[src/rtl/melody_sequencer_pkg.sv]
// melody_pkg: note codes, half-period table, song ROM and FSM state encoding for melody_sequencer
package melody_pkg;
  localparam logic [3:0] NOTE_REST = 4'd0;
  localparam logic [3:0] NOTE_C4 = 4'd1;
  localparam logic [3:0] NOTE_D4 = 4'd2;
  localparam logic [3:0] NOTE_E4 = 4'd3;
  localparam logic [3:0] NOTE_F4 = 4'd4;
  localparam logic [3:0] NOTE_G4 = 4'd5;
  localparam logic [3:0] NOTE_A4 = 4'd6;
  localparam logic [3:0] NOTE_B4 = 4'd7;
  localparam logic [3:0] NOTE_C5 = 4'd8;
  typedef enum logic [1:0] {IDLE = 2'd0, WAIT_BEAT = 2'd1, PLAY = 2'd2} state_t;
  localparam logic [3:0] SONG [16] = '{
    NOTE_C4, NOTE_D4, NOTE_E4, NOTE_F4, NOTE_G4, NOTE_A4, NOTE_B4, NOTE_C5,
    NOTE_C5, NOTE_B4, NOTE_A4, NOTE_G4, NOTE_F4, NOTE_E4, NOTE_D4, NOTE_C4
  };
  // Half-period in 50 MHz clocks, round(50e6 / (2 * f)); 0 marks a rest.
  function automatic logic [17:0] half_period(input logic [3:0] code);
    case (code)
      NOTE_C4: return 18'd95556;
      NOTE_D4: return 18'd85131;
      NOTE_E4: return 18'd75843;
      NOTE_F4: return 18'd71586;
      NOTE_G4: return 18'd63776;
      NOTE_A4: return 18'd56818;
      NOTE_B4: return 18'd50619;
      NOTE_C5: return 18'd47778;
      default: return 18'd0;
    endcase
  endfunction
endpackage

[src/rtl/melody_sequencer_tone_gen.sv]
// tone_gen: square wave toggling every `half` clocks; half=0 is a rest (held low)
//   clock, reset : system clock, async active-high reset
//   half         : half-period in clocks of the current note
//   restart      : note is changing this edge; clear phase so the note starts low
//   speaker      : square-wave output
module tone_gen #(
  parameter int TONE_W = 18
) (
  input  logic              clock,
  input  logic              reset,
  input  logic [TONE_W-1:0] half,
  input  logic              restart,
  output logic              speaker
);
  logic [TONE_W-1:0] count;
  always_ff @(posedge clock or posedge reset)
    if (reset) begin
      count <= '0;
      speaker <= 1'b0;
    end else if (restart || half == '0) begin
      count <= '0;
      speaker <= 1'b0;
    end else if (count == half - 1'b1) begin
      count <= '0;
      speaker <= ~speaker;
    end else
      count <= count + 1'b1;
endmodule

[src/rtl/melody_sequencer.sv]
// melody_sequencer: plays the song ROM one note per beat_in edge through a square-wave speaker
//   clock, reset : 50 MHz clock, async active-high reset
//   beat_in      : slow toggle, every edge is one beat (synchronized here)
//   play, stop   : start request (ignored while busy), abort request (wins over everything)
//   speaker      : audio output; note_code: sounding note (0 = rest/idle)
//   busy         : playing; done: one-cycle pulse when the last note's beat ends
//   MELODY_LOOP_EN defined: song repeats forever, done pulses on every wrap
module melody_sequencer
  import melody_pkg::*;
#(
  parameter int SONG_LEN = 16,
  parameter int TONE_W   = 18
) (
  input  logic       clock,
  input  logic       reset,
  input  logic       beat_in,
  input  logic       play,
  input  logic       stop,
  output logic       speaker,
  output logic [3:0] note_code,
  output logic       busy,
  output logic       done
);
`ifdef MELODY_LOOP_EN
  localparam bit LOOP = 1'b1;
`else
  localparam bit LOOP = 1'b0;
`endif
  localparam int IW = SONG_LEN > 1 ? $clog2(SONG_LEN) : 1;
  logic s1, s2, s3, beat_tick;
  state_t state;
  logic [IW-1:0] index, index_nxt;
  logic last;
  logic [3:0] note_d;
  assign last = index == IW'(SONG_LEN - 1);
  assign index_nxt = last ? '0 : index + 1'b1;
  // Next note is computed ahead of the register so the tone generator can
  // realign its phase on the very edge the note changes.
  assign note_d = stop ? NOTE_REST
    : !beat_tick ? note_code
    : state == WAIT_BEAT ? SONG[0]
    : state != PLAY ? note_code
    : last && !LOOP ? NOTE_REST
    : SONG[4'(index_nxt)];
  always_ff @(posedge clock or posedge reset)
    if (reset) begin
      s1 <= 1'b0;
      s2 <= 1'b0;
      s3 <= 1'b0;
      beat_tick <= 1'b0;
    end else begin
      s1 <= beat_in;
      s2 <= s1;
      s3 <= s2;
      beat_tick <= s2 ^ s3;
    end
  always_ff @(posedge clock or posedge reset)
    if (reset) begin
      state <= IDLE;
      index <= '0;
      note_code <= NOTE_REST;
      busy <= 1'b0;
      done <= 1'b0;
    end else begin
      note_code <= note_d;
      done <= 1'b0;
      if (stop) begin
        state <= IDLE;
        index <= '0;
        busy <= 1'b0;
      end else
        case (state)
          IDLE: if (play) begin
            state <= WAIT_BEAT;
            index <= '0;
            busy <= 1'b1;
          end
          WAIT_BEAT: if (beat_tick) state <= PLAY;
          PLAY: if (beat_tick) begin
            index <= index_nxt;
            if (last) begin
              done <= 1'b1;
              if (!LOOP) begin
                state <= IDLE;
                busy <= 1'b0;
              end
            end
          end
          default: state <= IDLE;
        endcase
    end
  tone_gen #(.TONE_W(TONE_W)) u_tone (
    .clock  (clock),
    .reset  (reset),
    .half   (TONE_W'(half_period(note_code))),
    .restart(note_d != note_code),
    .speaker(speaker)
  );
endmodule

[config.mk]
export PLATFORM = sky130hd
export DESIGN_NAME = melody_sequencer
export DESIGN_NICKNAME = d
export VERILOG_FILES = /design/src/rtl/melody_sequencer_pkg.sv /design/src/rtl/melody_sequencer_tone_gen.sv /design/src/rtl/melody_sequencer.sv
export SDC_FILE = /design/constraint.sdc
export NUM_CORES = 1
export LEC_CHECK = 0
export CELL_PAD_IN_SITES_DETAIL_PLACEMENT = 0
export CELL_PAD_IN_SITES_GLOBAL_PLACEMENT = 1
export CORE_UTILIZATION = 45
export CTS_CLUSTER_SIZE = 10
export DETAILED_ROUTE_END_ITERATION = 8
export PLACE_DENSITY = 0.77
export SKIP_CTS_REPAIR_TIMING = 1
export SLEW_MARGIN = 0
export SYNTH_ARGS = -nofsm -noshare
export SYNTH_HDL_FRONTEND = slang
export SYNTH_HIERARCHICAL = 1
export SYNTH_SLANG_ARGS = --single-unit
export TNS_END_PERCENT = 100
[constraint.sdc]
create_clock -name clock -period 3.8 [get_ports clock]
set_clock_uncertainty 0.2 [all_clocks]
set_input_delay 0.76 -clock clock [delete_from_list [all_inputs] [get_ports clock]]
set_output_delay 0.76 -clock clock [all_outputs]
set_load 0.02 [all_outputs]
==> results of run 1 <==
[power breakdown]
group / switching (mW) / internal [mW] / total [mW]
Combinational: 0.194 / 0.156 / 0.351
Sequential: 0.0461 / 0.400 / 0.446
Clock: 0.155 / 0.198 / 0.352
Total: 0.395 / 0.754 / 1.15
[worst max-delay path by stage]
stage	start	endpoint	slack, ns	depth (start not counted)
5_1_grt	note_code[0]	u_tone/speaker	0.01	13
4_1_cts	note_code[0]	u_tone/speaker	0.09	13
6_report	note_code[0]	u_tone/speaker	0.18	13
3_3_place_gp	note_code[0]	u_tone/count[14]	0.27	14
3_5_place_dp	note_code[0]	u_tone/count[8]	0.17	13
2_1_floorplan	note_code[1]	u_tone/count[10]	0.20	15
[per-layer routing]
layer,up-vias,routed length (µm)
li1,1280,-
met1,1250,3171
met2,39,3302
met3,7,214
met4,0,96
met5,-,0
[cell families after synthesis]
| family | Yosys count | share of synthesized area (%) |
|---|---|---|
| other | 1 | 0.1254 |
| AO/OA/AOI/OAI | 68 | 15.61 |
| XOR/XNOR | 41 | 12.01 |
| buffers and inverters | 31 | 5.565 |
| AND/OR/NAND/NOR | 159 | 30.08 |
| adder cells (fa/ha/maj) | 11 | 4.602 |
| multiplexers | 8 | 2.720 |
| flip-flops | 35 | 29.29 |
[cells in the final DEF (no fill, tap or decap), types with 14 or more instances in the layout]
master and instances:
dfrtp_1 34, nand2_1 28, inv_1 14, o21ai_0 16, a21oi_1 17, buf_4 15, xor2_1 23, nand3_1 15
xnor2_1 18, nor2_1 48
[state kept, by name (all words and copies together) (netlist names)]
name	count
u_tone/count	18
index	4
done	1
note_code	4
u_tone/speaker	1
busy	1
state	2
s2	1
s3	1
s1	1
beat_tick	1
[per-stage QoR]
| stage | hold slack, ns | cell area, µm² | worst slack [ns] | util [%] | power, mW |
|---|---|---|---|---|---|
| after floorplan | 0.1312 | 2994 | 0.2023 | - | 0.7028 |
| after detailed placement | 0.1356 | 3201 | 0.1687 | 50.12 | 0.7914 |
| after global routing | 0.1629 | 3367 | 0.01431 | 52.72 | 1.225 |
| final | 0.1510 | 3367 | 0.1847 | 52.72 | 1.149 |
| after CTS | 0.1550 | 3316 | 0.09202 | 51.92 | 1.149 |
| after global placement | 0.1354 | 3201 | 0.2674 | 50.12 | 0.7903 |
[cell type report]
class                   instances  area share [%]
repair buffers                 27           7.209
clock inverters                 3           1.375
flip-flops and latches         35           26.05
multi-input cells             289           58.68
clock buffers                   5           2.044
well taps                      77           2.861
inverters                      15           1.784
==> impl_results.rst, run 1 <==
.. list-table::
   :header-rows: 1

   * - Metric
     - Value
   * - Result of the run
     - finished, final reports clean
   * - Destination of the worst register-to-register timing path
     - u_tone/speaker
   * - Cells taking the most area after synthesis
     - dfrtp_1, xor2_1, nor2_1
   * - Worst-margin pin slew
     - 0.7149 ns
   * - Unrepaired setup endpoints after global routing
     - false
   * - CTS Buffer Depth
     - 2
   * - Clk root buf
     - clkbuf_8
   * - Number of nets in the layout
     - 389
   * - HPWL after detailed placement
     - 5.152 mm
   * - Type of origin of the critical path
     - flip-flop
   * - GRT overflow
     - 0
   * - Number of sinks driven by the clock tree
     - 35
   * - Setup Crit Path Kind
     - flip-flop to flip-flop
   * - Number of cells produced by synthesis
     - 354
   * - Yosys reg bits
     - 35
   * - Met2 track utilization from global routing
     - 35.10%
   * - Maximum frequency from static timing analysis
     - 0.2766 GHz
   * - Num rows
     - 29
   * - Launching point of the worst reg2reg path
     - note_code[0]
   * - Share of Yosys cell area claimed by the top area cell type
     - 29.29%
   * - Cells traversed along the worst timing path
     - ha_1 -> nor2_1 -> nor2_1 -> o21ai_1 -> inv_1 -> ha_1 -> nor2b_2 -> and3_1 -> nor4_1 -> nand4_1 -> or4_4 -> or3_1 -> a21boi_1
   * - Floorplan die height
     - 83.52 µm
   * - Cell class contributing the biggest share of worst-path delay
     - simple AND/OR/NAND/NOR gates
   * - Prevailing post-synth register cell
     - dfrtp_1
   * - I/O Pins
     - 12
   * - Count of distinct cell types in the synthesized netlist
     - 67
   * - Class of the worst hold path
     - flip-flop to flip-flop
   * - Combined global-route utilization of all metal layers
     - 21.18%
   * - Cell count after placement
     - 440
   * - Leakage power
     - 1.506 nW
   * - CP Capture Type
     - flip-flop
   * - Final-layout fill cell count
     - 631
   * - Overall via count from detail_route
     - 2576
   * - Die width
     - 83.52 µm
   * - Cell depth of the worst flop-to-flop path
     - 13
   * - Layout cell share with drive strength beyond 1
     - 13.37%
   * - Floorplan Core Area
     - 0.006386 mm²
   * - Commonest cells in the netlist
     - nor2_1, dfrtp_1, nand2_1, xor2_1
   * - CTS tree
     - done
   * - Data arrival time at the worst-slack endpoint
     - 3.62 ns
   * - Detailed Route Iter0 Violations
     - 189
   * - Port buffer count
     - 11
   * - Number of setup violations in the final report
     - 0
   * - H-Tree Depth
     - 2
   * - GRT met1 Usage
     - 29.18%
   * - Part of the cycle the worst path needs
     - 95.14%
   * - Sequential cell area fraction in the yosys report
     - 29.29%
   * - Slowest stage cell, crit path
     - or4_4
   * - Crit-path max cell delay
     - 0.57 ns
   * - Remaining antenna violation count after routing
     - 0
   * - Non-filler cells, final
     - 451
   * - Number of max-cap violations
     - 0
   * - Growth of design area from synthesis to finish
     - 12.59%
   * - Relative slew slack
     - 52.29%
   * - Count of buffer and inverter cells on the critical path
     - 1
   * - Maximum vdd drop
     - 0.2154 mV
   * - Worst-skew pair later-pin latency
     - 0.29 ns
   * - Biggest fanout along the worst timing path
     - 6
   * - Most used standard cell by instance count after synthesis
     - nor2_1
   * - Dominant cell type by area after synthesis
     - dfrtp_1
   * - Initial standard-cell utilization of the core
     - 46.83%
   * - Area occupied by registers
     - 877.1 µm²
   * - CP required
     - 3.81 ns
   * - Power per Cell Area
     - 341.4 mW/mm²
   * - Post-synth design cell area
     - 0.002990 mm²
   * - Initial antenna violation count
     - 0
   * - Area used by multi-input combinational logic
     - 0.001976 mm²
   * - Average footprint of a synthesized cell
     - 8.447 µm²
   * - EDFF count, synth
     - 0
   * - Maximum number of pins on one net before global-route repair
     - 20
   * - Drt total wl
     - 6.784 mm
   * - GRT met3 Usage
     - 2.671%
   * - Async SR Flop Fraction
     - 100.0%
   * - Final Critical Period
     - 3.615 ns
   * - Number of cells on the worst hold path
     - 0
   * - DRC violation count after routing
     - 0
   * - Count of pins over their slew limit
     - 0
   * - N_diodes
     - 0
   * - Wire length of the first global-routing pass
     - 11.88 mm
   * - Wirelength per Cell
     - 15.04 µm
   * - Hold EP
     - s2
   * - Worst Hold Launch
     - s1
   * - Gpl congestion
     - 0.8409
   * - Worst reg-to-reg setup slack
     - 0.18 ns
   * - Via count of the first global-routing pass
     - 2468
   * - Die area
     - 0.006976 mm²
   * - Number of failing hold endpoints at the final stage
     - 0
   * - Clock Pin Slew Worst Setup and Hold Paths
     - 0.08 ns
   * - Final total negative setup slack
     - 0 ns
   * - Most Crowded Layer GR
     - met2
   * - TritonRoute pass-1 iters
     - 4
   * - Detailed-route vias per instance
     - 5.712
   * - Inserted Clock Buffers
     - 5
   * - Synth Warn #
     - 6
No activity file was read; power rests on OpenSTA's default activity.
==> run 2: changes to the inputs <==
--- a/config.mk
+++ b/config.mk
@@ -11,6 +11,7 @@
 export CTS_CLUSTER_SIZE = 10
 export DETAILED_ROUTE_END_ITERATION = 8
 export PLACE_DENSITY = 0.77
+export REMOVE_ABC_BUFFERS = 1
 export SKIP_CTS_REPAIR_TIMING = 1
 export SLEW_MARGIN = 0
 export SYNTH_ARGS = -nofsm -noshare
==> impl_results.rst, run 2 (same netlist as run 1, synthesis figures left out) <==
.. list-table::
   :header-rows: 1

   * - Metric
     - Value
   * - Result of the run
     - finished, final reports clean (unchanged)
   * - Growth of design area from synthesis to finish
     - 11.13% (was 12.59%)
   * - Layout cell share with drive strength beyond 1
     - 11.92% (was 13.37%)
   * - Clk root buf
     - clkbuf_8 (unchanged)
   * - Worst hold margin
     - 0.1574 ns (was 0.1510 ns)
   * - Floorplan Core Area
     - 0.006386 mm² (unchanged)
   * - Num rows
     - 29 (unchanged)
   * - Commonest non-fill, non-tap cells in the layout
     - nor2_1, dfrtp_1, nand2_1 (unchanged)
   * - TritonRoute pass-1 iters
     - 5 (was 4)
   * - Drt total wl
     - 6.749 mm (was 6.784 mm)
   * - Initial antenna violation count
     - 0 (unchanged)
   * - CTS Buffer Depth
     - 2 (unchanged)
   * - Crit-path max cell delay
     - 0.58 ns (was 0.57 ns)
   * - Cell class contributing the biggest share of worst-path delay
     - simple AND/OR/NAND/NOR gates (unchanged)
   * - Part of the power in the clock network
     - 31.6% (was 30.7%)
   * - Cells traversed along the worst timing path
     - ha_1 -> nor2_1 -> nor2_1 -> o21ai_2 -> inv_1 -> ha_1 -> nor2b_2 -> and3_1 -> nor4_1 -> nand4_1 -> or4_4 -> or3_1 -> a21boi_1 (was ha_1 -> nor2_1 -> nor2_1 -> o21ai_1 -> inv_1 -> ha_1 -> nor2b_2 -> and3_1 -> nor4_1 -> nand4_1 -> or4_4 -> or3_1 -> a21boi_1)
   * - CP Capture Type
     - flip-flop (unchanged)
   * - Worst-skew pair later-pin latency
     - 0.30 ns (was 0.29 ns)
   * - Detailed-route vias per instance
     - 5.623 (was 5.712)
   * - Class of the worst hold path
     - flip-flop to flip-flop (unchanged)
   * - HPWL after detailed placement
     - 5.112 mm (was 5.152 mm)
   * - Combined global-route utilization of all metal layers
     - 20.77% (was 21.18%)
   * - Count of buffer and inverter cells on the critical path
     - 1 (unchanged)
   * - Type of origin of the critical path
     - flip-flop (unchanged)
   * - Gpl congestion
     - 0.8835 (was 0.8409)
   * - Part of the cycle the worst path needs
     - 93.95% (was 95.14%)
   * - Power per Cell Area
     - 344.9 mW/mm² (was 341.4 mW/mm²)
   * - Number of failing hold endpoints at the final stage
     - 0 (unchanged)
   * - Most flops, register
     - u_tone/count (unchanged)
   * - Number of setup violations in the final report
     - 0 (unchanged)
   * - Die width
     - 83.52 µm (unchanged)
   * - Overall via count from detail_route
     - 2508 (was 2576)
   * - Final total negative setup slack
     - 0 ns (unchanged)
   * - Initial standard-cell utilization of the core
     - 46.83% (unchanged)
   * - Detailed Route Iter0 Violations
     - 247 (was 189)
   * - Final Critical Period
     - 3.570 ns (was 3.615 ns)
   * - Gate power share
     - 29.4% (was 30.5%)
   * - Slowest stage cell, crit path
     - or4_4 (unchanged)
   * - Remaining antenna violation count after routing
     - 0 (unchanged)
   * - Net switching share of the total power
     - 34.78% (was 34.39%)
   * - DRC violation count after routing
     - 0 (unchanged)
   * - Most common cell after layout, fill and taps aside
     - nor2_1 (unchanged)
   * - Data arrival time at the worst-slack endpoint
     - 3.60 ns (was 3.62 ns)
   * - Floorplan die height
     - 83.52 µm (unchanged)
   * - H-Tree Depth
     - 2 (unchanged)
   * - Unrepaired setup endpoints after global routing
     - false (unchanged)
   * - Internal power of the cells
     - 747.5 µW (was 754.1 µW)
   * - Sequential share of power
     - 39.0% (was 38.8%)
   * - Via count of the first global-routing pass
     - 2410 (was 2468)
   * - CTS tree
     - done (unchanged)
   * - Number of max-cap violations
     - 0 (unchanged)
   * - Worst-margin pin slew
     - 0.8981 ns (was 0.7149 ns)
   * - Final-layout fill cell count
     - 614 (was 631)
   * - Relative slew slack
     - 39.59% (was 52.29%)
   * - Maximum vdd drop
     - 0.1978 mV (was 0.2154 mV)
   * - Count of pins over their slew limit
     - 0 (unchanged)
   * - Maximum number of pins on one net before global-route repair
     - 20 (unchanged)
   * - Leakage power
     - 1.483 nW (was 1.506 nW)
   * - GRT overflow
     - 0 (unchanged)
   * - I/O Pins
     - 12 (unchanged)
   * - Biggest fanout along the worst timing path
     - 8 (was 6)
   * - Port buffer count
     - 11 (unchanged)
   * - Number of sinks driven by the clock tree
     - 35 (unchanged)
   * - Flip-flop count of the largest register after layout
     - 18 (unchanged)
   * - Regs by FF count
     - u_tone/count (18), index (4), note_code (4) (unchanged)
   * - Setup Crit Path Kind
     - flip-flop to flip-flop (unchanged)
   * - Die area
     - 0.006976 mm² (unchanged)
   * - Wire length of the first global-routing pass
     - 11.70 mm (was 11.88 mm)
   * - Clock Pin Slew Worst Setup and Hold Paths
     - 0.09 ns (was 0.08 ns)
   * - N_diodes
     - 0 (unchanged)
   * - Inserted Clock Buffers
     - 5 (unchanged)
   * - CP required
     - 3.83 ns (was 3.81 ns)
   * - Reported net switching power
     - 398.6 µW (was 395.3 µW)
   * - Maximum frequency from static timing analysis
     - 0.2801 GHz (was 0.2766 GHz)
   * - Number of nets in the layout
     - 384 (was 389)
   * - Wirelength per Cell
     - 15.13 µm (was 15.04 µm)
==> run 2: layout make-up <==
type	instances	area [µm²]	area share (%)
inverter	15	56.30	1.694
clock inverter	3	46.29	1.393
timing repair buffer	22	205.2	6.175
clock buffer	5	68.82	2.071
multi-input combinational	289	1974	59.41
tap	77	96.34	2.899
sequential	35	875.8	26.36
==> run 2: final timing paths <==
check	slack, ns	start	depth (start not counted)	end
worst min register to register	0.16	s1	0	s2
worst max-delay path	0.23	note_code[0]	13	u_tone/speaker
max in group asynchronous	2.20	reset	2	u_tone/count[3]
worst min-delay path	0.16	s1	0	s2
min in group asynchronous	0.67	reset	2	s3
worst max register to register	0.23	note_code[0]	13	u_tone/speaker
==> run 2: routing by layer <==
| layer | up-vias | part of all wire (%) | GRT usage, % |
|---|---|---|---|
| li1 | 1269 | - | - |
| met1 | 1172 | 47 | 27.74 |
| met2 | 60 | 48 | 35.10 |
| met3 | 7 | 4.3 | 3.165 |
| met4 | 0 | 1.3 | 5.701 |
| met5 | - | 0 | 0 |
==> run 2: stage by stage <==
stage | setup slack [ns] | util [%] | instances | power, mW | cell area, µm²
floorplan | 0.2145 | - | 339 | 0.6901 | 2884
global placement | 0.2129 | 49.88 | 438 | 0.7848 | 3186
detailed placement | 0.1057 | 49.88 | 438 | 0.7866 | 3186
CTS | 0.06343 | 51.69 | 446 | 1.156 | 3301
global route | 0.08703 | 52.04 | 446 | 1.218 | 3323
finish | 0.2298 | 52.04 | 446 | 1.146 | 3323
==> run 2: power groups by stage <==
stage                     registers (mW)  clock network, mW  logic (mW)
after global routing               0.453              0.388       0.377
after CTS                          0.446              0.373       0.336
after detailed placement           0.454                  0       0.333
after global placement             0.452                  0       0.332
after floorplan                    0.446                  0       0.244
final                              0.446              0.362       0.337
==> run 3: changes to the inputs <==
--- a/config.mk
+++ b/config.mk
@@ -7,10 +7,11 @@
 export LEC_CHECK = 0
 export CELL_PAD_IN_SITES_DETAIL_PLACEMENT = 0
 export CELL_PAD_IN_SITES_GLOBAL_PLACEMENT = 1
+export CORE_MARGIN = 2
 export CORE_UTILIZATION = 45
 export CTS_CLUSTER_SIZE = 10
 export DETAILED_ROUTE_END_ITERATION = 8
-export PLACE_DENSITY = 0.77
+export PLACE_DENSITY_LB_ADDON = 0.1
 export REMOVE_ABC_BUFFERS = 1
 export SKIP_CTS_REPAIR_TIMING = 1
 export SLEW_MARGIN = 0
==> impl_results.rst, run 3 (same netlist as run 1, synthesis figures left out) <==
.. list-table::
   :header-rows: 1

   * - Metric
     - Value
   * - Detailed Route Iter0 Violations
     - 103 (was 247)
   * - Count of buffer and inverter cells on the critical path
     - 1 (unchanged)
   * - H-Tree Depth
     - 2 (unchanged)
   * - Initial standard-cell utilization of the core
     - 46.83% (unchanged)
   * - Setup Crit Path Kind
     - flip-flop to flip-flop (unchanged)
   * - Port buffer count
     - 11 (unchanged)
   * - Power per Cell Area
     - 338.2 mW/mm² (was 344.9 mW/mm²)
   * - Result of the run
     - finished, final reports clean (unchanged)
   * - Regs by FF count
     - u_tone/count (18), index (4), note_code (4) (unchanged)
   * - Leakage power
     - 1.474 nW (was 1.483 nW)
   * - Remaining antenna violation count after routing
     - 0 (unchanged)
   * - CP Capture Type
     - flip-flop (unchanged)
   * - Inserted Clock Buffers
     - 5 (unchanged)
   * - Combined global-route utilization of all metal layers
     - 21.19% (was 20.77%)
   * - Internal power of the cells
     - 742.9 µW (was 747.5 µW)
   * - Maximum number of pins on one net before global-route repair
     - 20 (unchanged)
   * - Drt total wl
     - 6.841 mm (was 6.749 mm)
   * - TritonRoute pass-1 iters
     - 4 (was 5)
   * - Data arrival time at the worst-slack endpoint
     - 3.55 ns (was 3.60 ns)
   * - Maximum frequency from static timing analysis
     - 0.2829 GHz (was 0.2801 GHz)
   * - Net switching share of the total power
     - 33.80% (was 34.78%)
   * - HPWL after detailed placement
     - 5.229 mm (was 5.112 mm)
   * - Final total negative setup slack
     - 0 ns (unchanged)
   * - Clk root buf
     - clkbuf_8 (unchanged)
   * - Crit-path max cell delay
     - 0.64 ns (was 0.58 ns)
   * - I/O Pins
     - 12 (unchanged)
   * - Gate power share
     - 30.4% (was 29.4%)
   * - Initial antenna violation count
     - 0 (unchanged)
   * - Non-filler cells, final
     - 443 (was 446)
   * - Worst-skew pair later-pin latency
     - 0.29 ns (was 0.30 ns)
   * - Most repeated library cell on the critical path
     - xnor2_1
   * - Most flops, register
     - u_tone/count (unchanged)
   * - Growth of design area from synthesis to finish
     - 10.96% (was 11.13%)
   * - GRT overflow
     - 0 (unchanged)
   * - Gpl congestion
     - 0.8466 (was 0.8835)
   * - Cell class contributing the biggest share of worst-path delay
     - compound AO/OA/AOI/OAI gates (was simple AND/OR/NAND/NOR gates)
   * - Number of setup violations in the final report
     - 0 (unchanged)
   * - Most common cell after layout, fill and taps aside
     - nor2_1 (unchanged)
   * - Number of max-cap violations
     - 0 (unchanged)
   * - Part of the cycle the worst path needs
     - 93.03% (was 93.95%)
   * - Num rows
     - 29 (unchanged)
   * - Number of sinks driven by the clock tree
     - 35 (unchanged)
   * - Most Crowded Layer GR
     - met1 (was met2)
   * - Die area
     - 0.007314 mm² (was 0.006976 mm²)
   * - Unrepaired setup endpoints after global routing
     - false (unchanged)
   * - Sequential share of power
     - 40.1% (was 39.0%)
   * - Final design utilization
     - 51.96% (was 52.04%)
   * - CTS Buffer Depth
     - 2 (unchanged)
   * - N_diodes
     - 0 (unchanged)
   * - Die width
     - 85.52 µm (was 83.52 µm)
   * - Biggest fanout along the worst timing path
     - 8 (unchanged)
   * - Wirelength per Cell
     - 15.44 µm (was 15.13 µm)
   * - Final Critical Period
     - 3.535 ns (was 3.570 ns)
   * - Cells traversed along the worst timing path
     - inv_1 -> ha_1 -> a21oi_1 -> o21ai_0 -> xnor2_1 -> xnor2_1 -> o31ai_1 -> o21ai_1 -> or4_4 -> or3_1 -> a21boi_1 (was ha_1 -> nor2_1 -> nor2_1 -> o21ai_2 -> inv_1 -> ha_1 -> nor2b_2 -> and3_1 -> nor4_1 -> nand4_1 -> or4_4 -> or3_1 -> a21boi_1)
   * - Reported net switching power
     - 379.3 µW (was 398.6 µW)
   * - Wire length of the first global-routing pass
     - 12.52 mm (was 11.70 mm)
   * - Slowest stage cell, crit path
     - o21ai_0 (was or4_4)
   * - DRC violation count after routing
     - 0 (unchanged)
   * - Floorplan Core Area
     - 0.006386 mm² (unchanged)
   * - CP required
     - 3.81 ns (was 3.83 ns)
   * - Clock Pin Slew Worst Setup and Hold Paths
     - 0.07 ns (was 0.09 ns)
   * - Floorplan die height
     - 85.52 µm (was 83.52 µm)
   * - Type of origin of the critical path
     - flip-flop (unchanged)
   * - Overall via count from detail_route
     - 2540 (was 2508)
   * - Final-layout fill cell count
     - 653 (was 614)
   * - Relative slew slack
     - 45.81% (was 39.59%)
   * - GRT met3 Usage
     - 3.272% (was 3.165%)
   * - Maximum vdd drop
     - 0.2669 mV (was 0.1978 mV)
   * - Detailed-route vias per instance
     - 5.734 (was 5.623)
   * - GRT met1 Usage
     - 33.70% (was 27.74%)
   * - CTS tree
     - done (unchanged)
   * - Worst-margin pin slew
     - 0.8044 ns (was 0.8981 ns)
   * - Part of the power in the clock network
     - 29.5% (was 31.6%)
   * - Number of failing hold endpoints at the final stage
     - 0 (unchanged)
   * - Layout cell share with drive strength beyond 1
     - 12.30% (was 11.92%)
   * - Met2 track utilization from global routing
     - 29.90% (was 35.10%)
   * - Power Total
     - 1.122 mW (was 1.146 mW)
   * - Flip-flop count of the largest register after layout
     - 18 (unchanged)
   * - Number of nets in the layout
     - 382 (was 384)
   * - Count of pins over their slew limit
     - 0 (unchanged)
   * - Commonest non-fill, non-tap cells in the layout
     - nor2_1, dfrtp_1, nand2_1 (unchanged)
   * - Cell count after placement
     - 436 (was 438)
   * - Via count of the first global-routing pass
     - 2484 (was 2410)
   * - Class of the worst hold path
     - flip-flop to flip-flop (unchanged)
-- run 3: changes by cell type in the layout (fill, tap and decap cells not counted), moves of 2 or more --
| cell | previous run | this run |
|---|---|---|
| o21ai_0 | 14 | 17 |
| buf_4 | 10 | 8 |
| dfrtp_2 | 0 | 2 |
| o21ai_1 | 5 | 2 |
| dfrtp_1 | 35 | 33 |
-- run 3: metal layers --
metal / up-vias / part of all wire, %
li1: 1264 / -
met1: 1216 / 54
met2: 53 / 41
met3: 7 / 4.2
met4: 0 / 1.1
met5: - / 0
-- run 3: through the flow --
step / cell area [µm²] / hold WS, ns / setup slack, ns
3_5_place_dp: 3171 / 0.1443 / 0.04689
5_1_grt: 3318 / 0.1912 / 0.01501
2_1_floorplan: 2884 / 0.1312 / 0.2145
3_3_place_gp: 3171 / 0.1380 / 0.07456
6_report: 3318 / 0.1662 / 0.2649
4_1_cts: 3277 / 0.1723 / 0.02756
-- run 3: path summary, 6_finish.rpt --
path	endpoint	start	cells after the start	slack (ns)
hold / removal	s2	s1	0	0.17
hold reg to reg	s2	s1	0	0.17
min in group asynchronous	s2	reset	2	0.67
max in group asynchronous	u_tone/count[4]	reset	2	2.19
setup reg to reg	u_tone/speaker	note_code[0]	11	0.26
setup / recovery	u_tone/speaker	note_code[0]	11	0.26
-- run 3: final cells by class --
cell class                 count  area, µm²  share of cell area [%]
tap                           77      96.34                   2.903
clock inverter                 2      37.54                   1.131
multi-input combinational    289       1991                   59.99
sequential                    35      878.3                   26.47
timing repair buffer          20      190.2                   5.732
inverter                      15      56.30                   1.697
clock buffer                   5      68.82                   2.074
-- run 3: power by group through the flow --
stage / combinational [mW] / sequential (mW) / clock (mW)
3_5_place_dp: 0.331 / 0.456 / 0
2_1_floorplan: 0.244 / 0.446 / 0
4_1_cts: 0.333 / 0.450 / 0.346
5_1_grt: 0.387 / 0.456 / 0.356
6_report: 0.341 / 0.450 / 0.331
3_3_place_gp: 0.331 / 0.457 / 0
-- run 3: worst register-to-register path, stage by stage (launching register included) --
cell      delay [ns]
dfrtp_2         0.44
inv_1           0.11
ha_1            0.35
a21oi_1         0.07
o21ai_0         0.64
xnor2_1         0.23
xnor2_1         0.18
o31ai_1         0.22
o21ai_1         0.12
or4_4           0.45
or3_1           0.32
a21boi_1        0.14
